File: src/rtl/stroke_pkg.sv
// -----------------------------------------------------------------------------
// stroke_pkg
//  Shared types for the erg stroke pipeline (phase timer, stroke-rate block).
//  Ports: none (package).
//  Build option: none.
// -----------------------------------------------------------------------------
package stroke_pkg;

  typedef enum logic [1:0] {
    PH_IDLE  = 2'd0,
    PH_DRIVE = 2'd1,
    PH_RECOV = 2'd2
  } phase_e;

endpackage

File: src/rtl/stroke_phase_timer_if.sv
// -----------------------------------------------------------------------------
// stroke_phase_timer_if
//  Bundles the start pulses from the sensor edge detector and the phase/length
//  results going to the stroke-rate/power datapath.
//  Modports:
//    master : drives start_drive/start_recovery, observes timer results
//    slave  : the phase timer itself
//  Build option: STROKE_COUNT_EN adds the stroke_count signal.
// -----------------------------------------------------------------------------
interface stroke_phase_timer_if #(
  parameter int CNT_W = 32,
  parameter int SCW   = 16
);
  import stroke_pkg::*;

  logic             start_drive;
  logic             start_recovery;
  phase_e           phase;
  logic [CNT_W-1:0] drive_count;
  logic [CNT_W-1:0] recovery_count;
  logic [CNT_W-1:0] drive_len;
  logic [CNT_W-1:0] recovery_len;
  logic             stroke_valid;
  logic             timeout;
  logic             protocol_err;
`ifdef STROKE_COUNT_EN
  logic [SCW-1:0]   stroke_count;
`endif

  modport master (
    output start_drive, start_recovery,
    input  phase, drive_count, recovery_count, drive_len, recovery_len,
    input  stroke_valid, timeout, protocol_err
`ifdef STROKE_COUNT_EN
    , input stroke_count
`endif
  );

  modport slave (
    input  start_drive, start_recovery,
    output phase, drive_count, recovery_count, drive_len, recovery_len,
    output stroke_valid, timeout, protocol_err
`ifdef STROKE_COUNT_EN
    , output stroke_count
`endif
  );

endinterface

File: src/rtl/stroke_phase_timer_sat_counter.sv
// -----------------------------------------------------------------------------
// sat_counter
//  Up-counter that sticks at all-ones instead of wrapping.
//  Ports:
//    clk, reset  clock / synchronous active-high reset
//    clear       count <= 0 (highest priority after reset)
//    load_one    count <= 1
//    inc         count <= count + 1, saturating
//    count       registered count value
//  Build option: none.
// -----------------------------------------------------------------------------
module sat_counter #(
  parameter int W = 32
) (
  input  logic         clk,
  input  logic         reset,
  input  logic         clear,
  input  logic         load_one,
  input  logic         inc,
  output logic [W-1:0] count
);

  logic [W-1:0] count_q, count_d;

  always_comb begin
    count_d = count_q;
    if (clear) begin
      count_d = '0;
    end else if (load_one) begin
      count_d = W'(1);
    end else if (inc && (count_q != '1)) begin
      count_d = count_q + W'(1);
    end
  end

  always_ff @(posedge clk) begin
    if (reset) begin
      count_q <= '0;
    end else begin
      count_q <= count_d;
    end
  end

  assign count = count_q;

endmodule

File: src/rtl/stroke_phase_timer.sv
// -----------------------------------------------------------------------------
// stroke_phase_timer
//  Times the drive and recovery phases of each stroke in clk cycles, latches
//  the lengths of every completed stroke, forces IDLE when a phase is
//  abandoned, and flags simultaneous start pulses.
//  Ports:
//    clk    system clock, rising edge
//    reset  synchronous, active-high
//    bus    stroke_phase_timer_if.slave (start pulses in, phase/counts/lengths,
//           stroke_valid, timeout, protocol_err out)
//  Parameters: CNT_W counter width, TIMEOUT phase limit (0 = off), SCW
//  stroke_count width.
//  Build option: STROKE_COUNT_EN enables the wrapping stroke_count output.
//
//  state    | meaning
//  ---------+--------------------------------------------------------------
//  PH_IDLE  | no stroke in progress; waiting for start_drive
//  PH_DRIVE | drive phase; drive counter running
//  PH_RECOV | recovery phase; recovery counter running
// -----------------------------------------------------------------------------
module stroke_phase_timer
  import stroke_pkg::*;
#(
  parameter int          CNT_W   = 32,
  parameter int unsigned TIMEOUT = 100_000_000,
  parameter int          SCW     = 16
) (
  input  logic                  clk,
  input  logic                  reset,
  stroke_phase_timer_if.slave   bus
);

  localparam logic [CNT_W-1:0] TO_CMP = CNT_W'(TIMEOUT);

  phase_e           state_q, state_d;
  logic [CNT_W-1:0] drive_len_q, drive_len_d;
  logic [CNT_W-1:0] recov_len_q, recov_len_d;
  logic             stroke_valid_q, stroke_valid_d;
  logic             timeout_q, timeout_d;
  logic             protocol_err_q, protocol_err_d;

  logic [CNT_W-1:0] drive_cnt, recov_cnt, active_cnt;
  logic             d_clr, d_load, d_inc;
  logic             r_clr, r_load, r_inc;
  logic             both_start, go_drive, go_recov, at_timeout;

`ifdef STROKE_COUNT_EN
  logic [SCW-1:0]   stroke_count_q, stroke_count_d;
`endif

  sat_counter #(.W(CNT_W)) u_drive_cnt (
    .clk      (clk),
    .reset    (reset),
    .clear    (d_clr),
    .load_one (d_load),
    .inc      (d_inc),
    .count    (drive_cnt)
  );

  sat_counter #(.W(CNT_W)) u_recov_cnt (
    .clk      (clk),
    .reset    (reset),
    .clear    (r_clr),
    .load_one (r_load),
    .inc      (r_inc),
    .count    (recov_cnt)
  );

  always_comb begin
    // Simultaneous starts cancel each other out; only the error flag reacts.
    both_start = bus.start_drive & bus.start_recovery;
    go_drive   = bus.start_drive & ~bus.start_recovery;
    go_recov   = bus.start_recovery & ~bus.start_drive;
    active_cnt = (state_q == PH_DRIVE) ? drive_cnt : recov_cnt;
    at_timeout = (TIMEOUT != 0) && (active_cnt == TO_CMP);

    state_d        = state_q;
    drive_len_d    = drive_len_q;
    recov_len_d    = recov_len_q;
    stroke_valid_d = 1'b0;
    timeout_d      = 1'b0;
    protocol_err_d = protocol_err_q | both_start;
    d_clr  = 1'b0;
    d_load = 1'b0;
    d_inc  = 1'b0;
    r_clr  = 1'b0;
    r_load = 1'b0;
    r_inc  = 1'b0;
`ifdef STROKE_COUNT_EN
    stroke_count_d = stroke_count_q;
`endif

    case (state_q)
      PH_IDLE: begin
        if (go_drive) begin
          state_d = PH_DRIVE;
          d_load  = 1'b1;
        end
      end
      PH_DRIVE: begin
        // A legal transition in the timeout cycle takes priority.
        if (go_recov) begin
          state_d     = PH_RECOV;
          drive_len_d = drive_cnt;
          d_clr       = 1'b1;
          r_load      = 1'b1;
        end else if (at_timeout) begin
          state_d   = PH_IDLE;
          d_clr     = 1'b1;
          r_clr     = 1'b1;
          timeout_d = 1'b1;
        end else begin
          d_inc = 1'b1;
        end
      end
      PH_RECOV: begin
        if (go_drive) begin
          state_d        = PH_DRIVE;
          recov_len_d    = recov_cnt;
          r_clr          = 1'b1;
          d_load         = 1'b1;
          stroke_valid_d = 1'b1;
`ifdef STROKE_COUNT_EN
          stroke_count_d = stroke_count_q + SCW'(1);
`endif
        end else if (at_timeout) begin
          state_d   = PH_IDLE;
          d_clr     = 1'b1;
          r_clr     = 1'b1;
          timeout_d = 1'b1;
        end else begin
          r_inc = 1'b1;
        end
      end
      default: begin
        state_d = PH_IDLE;
        d_clr   = 1'b1;
        r_clr   = 1'b1;
      end
    endcase
  end

  always_ff @(posedge clk) begin
    if (reset) begin
      state_q        <= PH_IDLE;
      drive_len_q    <= '0;
      recov_len_q    <= '0;
      stroke_valid_q <= 1'b0;
      timeout_q      <= 1'b0;
      protocol_err_q <= 1'b0;
`ifdef STROKE_COUNT_EN
      stroke_count_q <= '0;
`endif
    end else begin
      state_q        <= state_d;
      drive_len_q    <= drive_len_d;
      recov_len_q    <= recov_len_d;
      stroke_valid_q <= stroke_valid_d;
      timeout_q      <= timeout_d;
      protocol_err_q <= protocol_err_d;
`ifdef STROKE_COUNT_EN
      stroke_count_q <= stroke_count_d;
`endif
    end
  end

  assign bus.phase          = state_q;
  assign bus.drive_count    = drive_cnt;
  assign bus.recovery_count = recov_cnt;
  assign bus.drive_len      = drive_len_q;
  assign bus.recovery_len   = recov_len_q;
  assign bus.stroke_valid   = stroke_valid_q;
  assign bus.timeout        = timeout_q;
  assign bus.protocol_err   = protocol_err_q;
`ifdef STROKE_COUNT_EN
  assign bus.stroke_count   = stroke_count_q;
`endif

endmodule

File: src/flat_wrapper.sv
// flat-port wrapper written by rule: the top's interface ports become plain ports
module stroke_phase_timer_flat import stroke_pkg::*;
#(
  parameter int          CNT_W   = 32,
  parameter int unsigned TIMEOUT = 100_000_000,
  parameter int          SCW     = 16
)
  (clk, reset, bus_start_drive, bus_start_recovery, bus_phase, bus_drive_count, bus_recovery_count, bus_drive_len, bus_recovery_len, bus_stroke_valid, bus_timeout, bus_protocol_err);
  stroke_phase_timer_if #(.CNT_W(CNT_W), .SCW(SCW)) bus_i ();
  input  logic clk;
  input  logic reset;
  input wire logic [$bits(bus_i.start_drive)-1:0] bus_start_drive;
  input wire logic [$bits(bus_i.start_recovery)-1:0] bus_start_recovery;
  output wire logic [$bits(bus_i.phase)-1:0] bus_phase;
  output wire logic [$bits(bus_i.drive_count)-1:0] bus_drive_count;
  output wire logic [$bits(bus_i.recovery_count)-1:0] bus_recovery_count;
  output wire logic [$bits(bus_i.drive_len)-1:0] bus_drive_len;
  output wire logic [$bits(bus_i.recovery_len)-1:0] bus_recovery_len;
  output wire logic [$bits(bus_i.stroke_valid)-1:0] bus_stroke_valid;
  output wire logic [$bits(bus_i.timeout)-1:0] bus_timeout;
  output wire logic [$bits(bus_i.protocol_err)-1:0] bus_protocol_err;
  assign bus_i.start_drive = bus_start_drive;
  assign bus_i.start_recovery = bus_start_recovery;
  assign bus_phase = bus_i.phase;
  assign bus_drive_count = bus_i.drive_count;
  assign bus_recovery_count = bus_i.recovery_count;
  assign bus_drive_len = bus_i.drive_len;
  assign bus_recovery_len = bus_i.recovery_len;
  assign bus_stroke_valid = bus_i.stroke_valid;
  assign bus_timeout = bus_i.timeout;
  assign bus_protocol_err = bus_i.protocol_err;
  stroke_phase_timer #(.CNT_W(CNT_W), .TIMEOUT(TIMEOUT), .SCW(SCW)) u_core (.clk(clk), .reset(reset), .bus(bus_i));
endmodule
File: config.mk
export PLATFORM = sky130hd
export DESIGN_NAME = stroke_phase_timer_flat
export DESIGN_NICKNAME = d
export VERILOG_FILES = /design/src/rtl/stroke_pkg.sv /design/src/rtl/stroke_phase_timer_if.sv /design/src/rtl/stroke_phase_timer_sat_counter.sv /design/src/rtl/stroke_phase_timer.sv /design/src/flat_wrapper.sv
export SDC_FILE = /design/constraint.sdc
export NUM_CORES = 1
export LEC_CHECK = 0
export CAP_MARGIN = 20
export CORE_ASPECT_RATIO = 1.25
export CORE_MARGIN = 3
export CORE_UTILIZATION = 32
export CTS_CLUSTER_SIZE = 24
export DETAILED_ROUTE_END_ITERATION = 10
export PLACE_DENSITY = 0.66
export SLEW_MARGIN = 20
export SYNTH_ARGS = -nofsm -noshare
export SYNTH_HDL_FRONTEND = slang
export SYNTH_SLANG_ARGS = --single-unit
File: constraint.sdc
create_clock -name clk -period 5.65 [get_ports clk]
set_input_delay 1.13 -clock clk [delete_from_list [all_inputs] [get_ports clk]]
set_output_delay 1.13 -clock clk [all_outputs]
set_load 0.05 [all_outputs]
======== Word level (Yosys, flattened, before mapping) ========
Cells that the tools add are included.
operators by class
  add/sub/neg operators ................... 2
  equal/unequal tests ..................... 6
  multiplexer cells ....................... 27
  bitwise gates (word level) .............. 7
  reduce and logical (&&, ||, !) cells .... 13
operators by type and width
  kind                                                                     count
  32-bit by 1-bit adder with 32-bit output, second input constant          2
  32-bit inequality test, second input constant                            2
  32-bit by 27-bit == test with 1-bit output, second input constant        1
  32-bit 2-to-1 mux                                                        1
  1-bit 2-to-1 mux                                                         18
  2-bit 2-to-1 mux                                                         4
  2-bit OR reduction                                                       4
  1-bit case mux with 3 select lines                                       2
  2-bit case mux with 3 select lines                                       1
  3-bit OR reduction                                                       2
  2-bit AND reduction                                                      2
  2-bit nonzero test                                                       2
  1-bit bitwise AND                                                        3
  1-bit inverter                                                           3
  2-bit by 1-bit == test with 1-bit output, second input constant          1
  2-bit == test, second input constant                                     1
  1-bit logical AND                                                        2
  2-bit logical NOT                                                        1
  2-bit by 1-bit inequality test with 1-bit output, second input constant  1
  1-bit case mux with 2 select lines                                       1
  1-bit OR                                                                 1
word-level totals
  register bits after elaboration ......... 133
  input port bits ......................... 4
  word-level logic and storage cells ...... 65

======== Logic depth before layout (Yosys ltp) ========
Gate-level depths: netlist (run 1).
  depth after elaboration ................. 9
  depth in mapped cells ................... 11

======== Cells and area by module ========
A second synthesis (run 1) with hierarchy kept.
unflattened totals
  cell total of the unflattened synthesis .. 754
  area total of the unflattened synthesis .. 6322.3 µm²
modules (own cells, without submodules)
  module              instances  cells each  area an instance (µm²)  sequential area each (µm²)
  sat_counter         2          198         1749.2                  640.6
  stroke_phase_timer  1          358         2824.0                  1381.3

======== Worst setup path before layout (run 1) ========
OpenSTA, ideal clock, no wires.
  kind .................................... flip-flop to flip-flop
  start point ............................. register u_core.state_q[1] (netlist: u_core.bus.phase[1])
  end point ............................... register u_core.u_recov_cnt.count_q[26] (netlist: u_core.u_recov_cnt.count[26])
  arrival ................................. 2747 ps
  data required time ...................... 5584 ps
  path slack .............................. 2837 ps
  cell stages (with the launch flop) ...... 11
  buffers on the path ..................... 2
  cell sequence ........................... dfxtp_1 > inv_1 > ha_1 > buf_2 > nor4b_1 > nand2_1 > a221oi_1 > a211o_4 > buf_6 > or4_1 > a21oi_2
on the way
  word-level cells in the longest chain between the ends .. 7
  elaborated cells on any way between the ends .. 15
  classes of those cells .................. eq/ne: 3; mux: 9; reduce/logical: 3
ends and longest elaborated chain
  what                                                                      RTL line                                              RTL
  start: declaration                                                        stroke_phase_timer.sv:35                              phase_e state_q, state_d;
  start signal: assignment                                                  stroke_phase_timer.sv:155                             state_q <= state_d;
  2-bit by 1-bit == test with 1-bit output                                  stroke_phase_timer.sv:74, stroke_phase_timer.sv:93
  32-bit 2-to-1 mux                                                         stroke_phase_timer.sv:74                              active_cnt = (state_q == PH_DRIVE) ? drive_cnt : recov_cnt;
  32-bit by 27-bit == test with 1-bit output                                stroke_phase_timer.sv:75                              at_timeout = (TIMEOUT != 0) && (active_cnt == TO_CMP);
  1-bit 2-to-1 mux, on equally long branches                                stroke_phase_timer.sv:107, stroke_phase_timer.sv:126
  1-bit 2-to-1 mux, on equally long branches                                stroke_phase_timer.sv:117, stroke_phase_timer.sv:102
  1-bit case mux with 3 select lines or 1-bit 2-to-1 mux (tied branches)    stroke_phase_timer.sv:93                              case (state_q)
  3-bit OR reduction (no source line) or 1-bit logical AND (tied branches)  --
  end signal: assignment                                                    stroke_phase_timer_sat_counter.sv:40                  count_q <= count_d;
  end: declaration                                                          stroke_phase_timer_sat_counter.sv:23                  logic [W-1:0] count_q, count_d;
Parallel ways exist; a longest one is shown, timed or not.
A chain may end at the register's enable or synchronous reset.

======== Final worst setup path (run 1) ========
  start point ............................. input bus_start_drive
  end point ............................... register u_core.u_recov_cnt.count_q[31] (netlist: u_core.u_recov_cnt.count[31])
on the way
  word-level cells in the longest chain between the ends .. 5
  elaborated cells on any way between the ends .. 12
  classes of those cells .................. mux: 7; bitwise: 3; reduce/logical: 2
ends and longest elaborated chain
  what                                                                    RTL line                   RTL
  start: declaration                                                      flat_wrapper.sv:12         input wire logic [$bits(bus_i.start_drive)-1:0] bus_start_drive;
  1-bit inverter                                                          stroke_phase_timer.sv:73   go_recov = bus.start_recovery & ~bus.start_drive;
  1-bit bitwise AND                                                       stroke_phase_timer.sv:73
  1-bit 2-to-1 mux                                                        stroke_phase_timer.sv:102  if (go_recov) begin
  1-bit case mux with 3 select lines or 1-bit 2-to-1 mux (tied branches)  stroke_phase_timer.sv:93
  3-bit OR reduction (no source line)                                     --
Parallel ways exist; a longest one is shown, timed or not.

==> results of run 1 <==
==> worst max path at each step <==
stage	startpoint	endpoint	cells after the start	slack [ns]
floorplan	u_core.bus.phase[1]	u_core.u_recov_cnt.count[26]	10	2.84
global placement	bus_start_drive	u_core.u_recov_cnt.count[23]	5	1.92
detailed placement	bus_start_drive	u_core.u_recov_cnt.count[18]	5	1.89
CTS	bus_start_drive	u_core.u_recov_cnt.count[31]	5	2.31
global route	u_core.bus.phase[0]	u_core.u_recov_cnt.count[9]	7	2.05
finish	bus_start_drive	u_core.u_recov_cnt.count[31]	5	2.36
==> layout by cell type (no fill, tap or decap), types with 5 or more instances in the layout <==
| master | instances |
|---|---|
| sky130_fd_sc_hd__nand4_1 | 19 |
| sky130_fd_sc_hd__bufinv_16 | 5 |
| sky130_fd_sc_hd__nor3_1 | 9 |
| sky130_fd_sc_hd__and3_1 | 10 |
| sky130_fd_sc_hd__xnor2_1 | 15 |
| sky130_fd_sc_hd__clkbuf_16 | 17 |
| sky130_fd_sc_hd__a21oi_1 | 113 |
| sky130_fd_sc_hd__o31ai_1 | 26 |
| sky130_fd_sc_hd__and4_1 | 9 |
| sky130_fd_sc_hd__dfxtp_1 | 133 |
| sky130_fd_sc_hd__or4_1 | 27 |
| sky130_fd_sc_hd__o21ai_0 | 6 |
| sky130_fd_sc_hd__nor2_1 | 41 |
| sky130_fd_sc_hd__nand2_1 | 167 |
| sky130_fd_sc_hd__nor4_1 | 8 |
| sky130_fd_sc_hd__o21ai_1 | 13 |
| sky130_fd_sc_hd__ha_1 | 7 |
| sky130_fd_sc_hd__nand3_1 | 30 |
| sky130_fd_sc_hd__nor3_2 | 6 |
| sky130_fd_sc_hd__clkdlybuf4s50_1 | 135 |
| sky130_fd_sc_hd__buf_4 | 5 |
| sky130_fd_sc_hd__or3_1 | 16 |
| sky130_fd_sc_hd__inv_1 | 12 |
| sky130_fd_sc_hd__nand4b_1 | 6 |
==> metal layers <==
metal,track usage [%],vias up,part of all wire [%]
met5,0,-,0
met4,7.64,0,2.8
met3,4.60,38,5.4
met2,30.0,184,50
met1,20.3,2867,42
li1,-,3039,-
==> sequential cells by signal, indices dropped and copies added (netlist names) <==
register	count
u_core.u_recov_cnt.count	32
u_core.u_drive_cnt.count	32
u_core.bus.recovery_len	32
u_core.bus.protocol_err	1
u_core.bus.drive_len	32
u_core.bus.timeout	1
u_core.bus.phase	2
u_core.bus.stroke_valid	1
==> synthesized netlist by cell type, types with 6 or more instances <==
master / n
sky130_fd_sc_hd__nand4_1: 19
sky130_fd_sc_hd__buf_6: 8
sky130_fd_sc_hd__nor3_1: 9
sky130_fd_sc_hd__buf_2: 8
sky130_fd_sc_hd__nor3_2: 6
sky130_fd_sc_hd__nand2_1: 167
sky130_fd_sc_hd__inv_1: 12
sky130_fd_sc_hd__nand4b_1: 6
sky130_fd_sc_hd__or4_1: 27
sky130_fd_sc_hd__a21oi_1: 113
sky130_fd_sc_hd__and4_1: 9
sky130_fd_sc_hd__o21ai_0: 6
sky130_fd_sc_hd__nor2_1: 43
sky130_fd_sc_hd__dfxtp_1: 133
sky130_fd_sc_hd__o31ai_1: 26
sky130_fd_sc_hd__or3_1: 16
sky130_fd_sc_hd__xnor2_1: 15
sky130_fd_sc_hd__o21ai_1: 13
sky130_fd_sc_hd__nor4_1: 8
sky130_fd_sc_hd__clkbuf_1: 29
sky130_fd_sc_hd__and3_1: 10
sky130_fd_sc_hd__ha_1: 7
sky130_fd_sc_hd__nand3_1: 30
==> cells by family after synthesis <==
family	after synthesis	share of synthesized area (%)
flops	133	42.3
fa+ha+maj	7	1.39
buf+inv	61	4.95
simple gates	384	31.6
compound gates	182	17.2
xor+xnor	18	2.51
==> area by class of cell <==
type / instances / share of cell area (%)
Tap cell: 261 / 3.88
Multi-Input combinational cell: 591 / 39.5
Clock inverter: 11 / 2.33
Inverter: 12 / 0.535
Timing Repair Buffer: 141 / 16.6
Clock buffer: 21 / 5.59
Sequential cell: 133 / 31.6
==> per-stage QoR <==
step	cells	utilization [%]	hold slack [ns]	setup slack, ns	instance area, µm²
2_1_floorplan	785	-	0.674	2.84	6290
3_3_place_gp	1138	40.7	0.441	1.92	7750
3_5_place_dp	1138	40.7	0.446	1.89	7750
4_1_cts	1170	44.2	0.454	2.31	8420
5_1_grt	1170	44.2	0.469	2.05	8420
6_report	1170	44.2	0.450	2.36	8420
==> worst reg2reg max path, cell delays in order (launching register included) <==
cell and delay [ns]:
sky130_fd_sc_hd__dfxtp_1 0.45, sky130_fd_sc_hd__ha_1 0.55, sky130_fd_sc_hd__nor4b_1 0.34, sky130_fd_sc_hd__nand2_1 0.14, sky130_fd_sc_hd__a221oi_1 0.76, sky130_fd_sc_hd__nand3_2 0.23
sky130_fd_sc_hd__nand3_2 0.55, sky130_fd_sc_hd__a21oi_1 0.10
==> power by group <==
| group | switching [mW] | internal (mW) | total, mW |
|---|---|---|---|
| clock | 0.427 | 0.821 | 1.25 |
| combinational | 0.0508 | 0.0159 | 0.0667 |
| sequential | 0.00449 | 0.940 | 0.945 |
| total | 0.482 | 1.78 | 2.26 |
==> impl_metrics.ini, run 1 <==
[status]
status = finished clean

[logic_synthesis]
synth.yosys.seq_area_share_pct = 42.3
netlist.area_leader.share_pct = 42.3
syn-num-nets = 796
synthFlopType = sky130_fd_sc_hd__dfxtp_1
netlist_cell_types = 59
synth_cells = 785
mappedNetlistArea_um2 = 6290
average_footprint_of_a_synthesized_cell_um2 = 8.01
synth-edff-count = 0
synth-async-reset-ratio_pct = 0
yosys_register_bits = 133
synth_largest_area_cell = sky130_fd_sc_hd__dfxtp_1
netlist_top_cells_area = sky130_fd_sc_hd__dfxtp_1 42%, sky130_fd_sc_hd__nand2_1 10%, sky130_fd_sc_hd__a21oi_1 9.0%
ys.warnings.count = 0

[setup_path]
timing.critical_path.fanout_max = 35
cp_cell_sequence = clkdlybuf4s50_1 -> nand2b_1 -> or2_2 -> nand3_2 -> a21oi_1
r2r.worst_path.cells = 7
timing.critical_path.from_type = primary input
critical_path_end_type = register
regToRegStartpoint = u_core.bus.phase[0]
cpMaxStageDelayCell = sky130_fd_sc_hd__nand3_2
critical_path.n_buffers_inverters = 1
critPathMaxStageDelay_ns = 0.73
reg_to_reg_slack_setup_ns = 2.38
cp_data_required_time_ns = 5.97
cell_class_contributing_the_biggest_share_of_worst_path_delay = simple AND/OR/NAND/NOR gates
regToRegEndpoint = u_core.u_recov_cnt.count[31]
critical_path_arrival_ns = 3.61
critPathKind = primary input to register

[global_route]
groute.usage.overall_pct = 17.3
first_pass_grt_wire_length_mm = 30.1
antenna_found_initial = 0
grt_max_degree = 61
globalRouteOverflowTotal = 0
first_global_vias = 5663

[clock_tree]
hold_bufs_at_cts = 0
tritoncts = yes
ctsRootBufferMaster = sky130_fd_sc_hd__clkbuf_16
ctsHtreeMaxLevel = 4
cts_resized = 0
cts.path.max_buffers = 2
clock_sink_count = 133
clkTransAtPathRegs_ns = 0.06
cts_setup_buffers = 0
cts-buffers-inserted = 17
clock_insertion_delay_worst_skew_ns = 0.42

[finish]
synthToLayoutAreaGrowth_pct = 33.8
antenna_cells = 0
multiInputGateArea_um2 = 3320
nFillCells = 1932
seqCellArea_um2 = 2660
layout-drive-gt1-share_pct = 6.93
final_net_count = 907

[sta]
max_clock_freq_ghz = 0.304
setup_repair_after_global_routing_missed_its_margin = no
slew_violations = 0
maxSlewHeadroom_pct = 34.8
worst_clock_skew_ns = 0.00866
worst_slew_pin_slew_ns = 0.978
finalSetupViolations = 0
post-route-period-util_pct = 58.1
final_critical_path_time_including_i_o_delays_and_setup_ns = 3.29
report.final.hold_viol_count = 0
fin_tns_setup_ns = 0

[routing]
vias = 6128
post_drt_via_cell_ratio = 5.24
detailedRoute.firstIterationViolations = 477
dr.pass1.iters = 5
ant_nets = 0
post_drt_wl_per_cell_um = 15.9
route.detailed.drc = 0
drt_wl_total_mm = 18.6

[job]
cap_viol_max_count = 0

[placement]
post-dp-hpwl_mm = 12.9
globalplace.congestion = 0.803
port_buffers = 136

[hold_path]
min_from = u_core.bus.drive_len[17]
hold-path-cell-count = 2
worst_hold_path.endpoint = u_core.bus.drive_len[17]
hp-class = register to register

[power_and_ir_drop]
p_total_mw = 2.26
p_leak_nw = 2.48
vdd.ir_drop.worst_uv = 170
power_density_nw_per_um2 = 268

[die]
design.portCount = 137
core_area_um2 = 19100
die_w_um = 131
initial_core_util_pct = 33.0
fp-row-count = 56
floorplan.die_area_um2 = 21400
y_dimension_of_the_die_um = 163
Note: power is estimated with default switching activity, not from simulation.
==> inputs of run 2 (changes only) <==
Settings changed: PLACE_DENSITY 0.66 to 0.68.
Clock period 5.65 ns to 2.8 ns, I/O delays scaled along.
==> impl_metrics.ini, run 2 (synthesis results as in run 1) <==
[placement]
place.detailed.instances = 1170
post-dp-hpwl_mm = 13.8
port_buffers = 136
postPlaceCellArea_um2 = 8040
post-place-ws_ns = -0.0143
globalplace.congestion = 0.843

[hold_path]
worst_hold_path.endpoint = u_core.bus.drive_len[6]
hp-class = register to register
min_from = u_core.bus.drive_len[6]
hold-path-cell-count = 2

[global_route]
groute.usage.overall_pct = 17.9
grt_max_degree = 41
globalRouteOverflowTotal = 0
antenna_found_initial = 0
first_global_vias = 5821
first_pass_grt_wire_length_mm = 30.9

[clock_tree]
clkTransAtPathRegs_ns = 0.06
cts_setup_buffers = 0
ctsRootBufferMaster = sky130_fd_sc_hd__clkbuf_16
cts.path.max_buffers = 2
clock_insertion_delay_worst_skew_ns = 0.42
cts-buffers-inserted = 17
ctsHtreeMaxLevel = 4
clock_sink_count = 133
tritoncts = yes

[sta]
max_clock_freq_ghz = 0.389
fin_tns_setup_ns = 0
slew_violations = 0
worst_clock_skew_ns = 0.00847
worst_slew_pin_slew_ns = 0.742
maxSlewHeadroom_pct = 50.1
final_critical_path_time_including_i_o_delays_and_setup_ns = 2.57
setup_repair_after_global_routing_missed_its_margin = no
post-route-period-util_pct = 91.7
layout_setup_ws_ns = 0.231
worst_case_hold_slack_ns = 0.449
report.final.hold_viol_count = 0
finalSetupViolations = 0

[power_and_ir_drop]
power_density_nw_per_um2 = 506
p_leak_nw = 2.63
vdd.ir_drop.worst_uv = 353
p_total_mw = 4.37

[routing]
detailedRoute.firstIterationViolations = 372
drt_wl_total_mm = 19.4
post_drt_via_cell_ratio = 5.24
dr.pass1.iters = 5
route.detailed.drc = 0
vias = 6290
ant_nets = 0
post_drt_wl_per_cell_um = 16.2

[die]
core_area_um2 = 19100
fp-row-count = 56
y_dimension_of_the_die_um = 163
design.portCount = 137
floorplan.die_area_um2 = 21400
initial_core_util_pct = 33.0
die_w_um = 131

[setup_path]
regToRegEndpoint = u_core.u_recov_cnt.count[10]
critical_path_end_type = register
regToRegStartpoint = u_core.bus.phase[1]
r2r.worst_path.cells = 10
reg_to_reg_slack_setup_ns = 0.23
critPathKind = register to register
timing.critical_path.from_type = register
cp_data_required_time_ns = 3.09
critical_path_arrival_ns = 2.86
timing.critical_path.fanout_max = 31

[finish]
final_area_um2 = 8650
layout.cells.most_common = sky130_fd_sc_hd__nand2_1
antenna_cells = 0
final_cell_mix = 167 x sky130_fd_sc_hd__nand2_1, 135 x sky130_fd_sc_hd__clkdlybuf4s50_1, 132 x sky130_fd_sc_hd__dfxtp_1
layout.core_utilization_pct = 45.4
synthToLayoutAreaGrowth_pct = 37.5
layout-drive-gt1-share_pct = 10.2
final_net_count = 939
fin_cells = 1201

[job]
cap_viol_max_count = 0

[status]
status = finished clean
[run 2: changes by cell type in the layout (fill, tap and decap cells not counted), moves of 2 or more]
cell                        previous run  this run
sky130_fd_sc_hd__buf_4                 5        33
sky130_fd_sc_hd__bufinv_16             5         3
sky130_fd_sc_hd__buf_12                0         4
sky130_fd_sc_hd__clkinv_2              1         3
[run 2: cell type report]
type,count,area [µm²]
Multi-Input combinational cell,591,3320
Inverter,12,45.0
Clock inverter,12,154
Tap cell,261,327
Timing Repair Buffer,173,1680
Sequential cell,133,2660
Fill cell,1932,10400
Clock buffer,19,453
[run 2: worst max path at each step]
stage                              from                      endpoint  cells past startpoint
detailed placement      bus_start_drive  u_core.u_drive_cnt.count[24]                      8
global route        u_core.bus.phase[1]  u_core.u_drive_cnt.count[24]                      9
floorplan           u_core.bus.phase[0]  u_core.u_recov_cnt.count[26]                      9
global placement        bus_start_drive  u_core.u_drive_cnt.count[24]                      8
CTS                 u_core.bus.phase[1]  u_core.u_drive_cnt.count[22]                      9
finish              u_core.bus.phase[1]  u_core.u_recov_cnt.count[10]                     10
[run 2: power breakdown]
group	internal, mW	switching [mW]	leakage (nW)	total [mW]
Combinational	0.0453	0.109	1.27	0.154
Sequential	1.90	0.00872	1.07	1.91
Clock	1.44	0.872	0.291	2.31
Total	3.39	0.989	2.63	4.37
[run 2: worst max-delay path: stages (launching register included)]
cell,delay (ns)
sky130_fd_sc_hd__dfxtp_2,0.35
sky130_fd_sc_hd__inv_1,0.10
sky130_fd_sc_hd__ha_2,0.37
sky130_fd_sc_hd__nor4b_1,0.34
sky130_fd_sc_hd__nand2_1,0.14
sky130_fd_sc_hd__a221oi_1,0.43
sky130_fd_sc_hd__buf_4,0.21
sky130_fd_sc_hd__nand3_2,0.10
sky130_fd_sc_hd__nand3_2,0.12
sky130_fd_sc_hd__buf_12,0.20
sky130_fd_sc_hd__a21oi_1,0.06
[run 2: repair_timing]
action                                  in CTS  in global routing
hold buffers                                 0                  0
gates resized for setup                      0                  1
endpoints found under the setup margin       0                 64
[run 2: layer usage]
layer / wire (µm) / global-route usage, % / vias to the layer above
li1: - / - / 3099
met1: 8160 / 20.6 / 2984
met2: 9970 / 32.6 / 179
met3: 933 / 4.39 / 28
met4: 336 / 6.02 / 0
met5: 0 / 0 / -
==> inputs of run 3 (changes only) <==
Settings changed: SKIP_LAST_GASP from default to 1.
==> results of run 3 <==
Same layout as run 2: the final DEF is identical, and so are final timing and power.
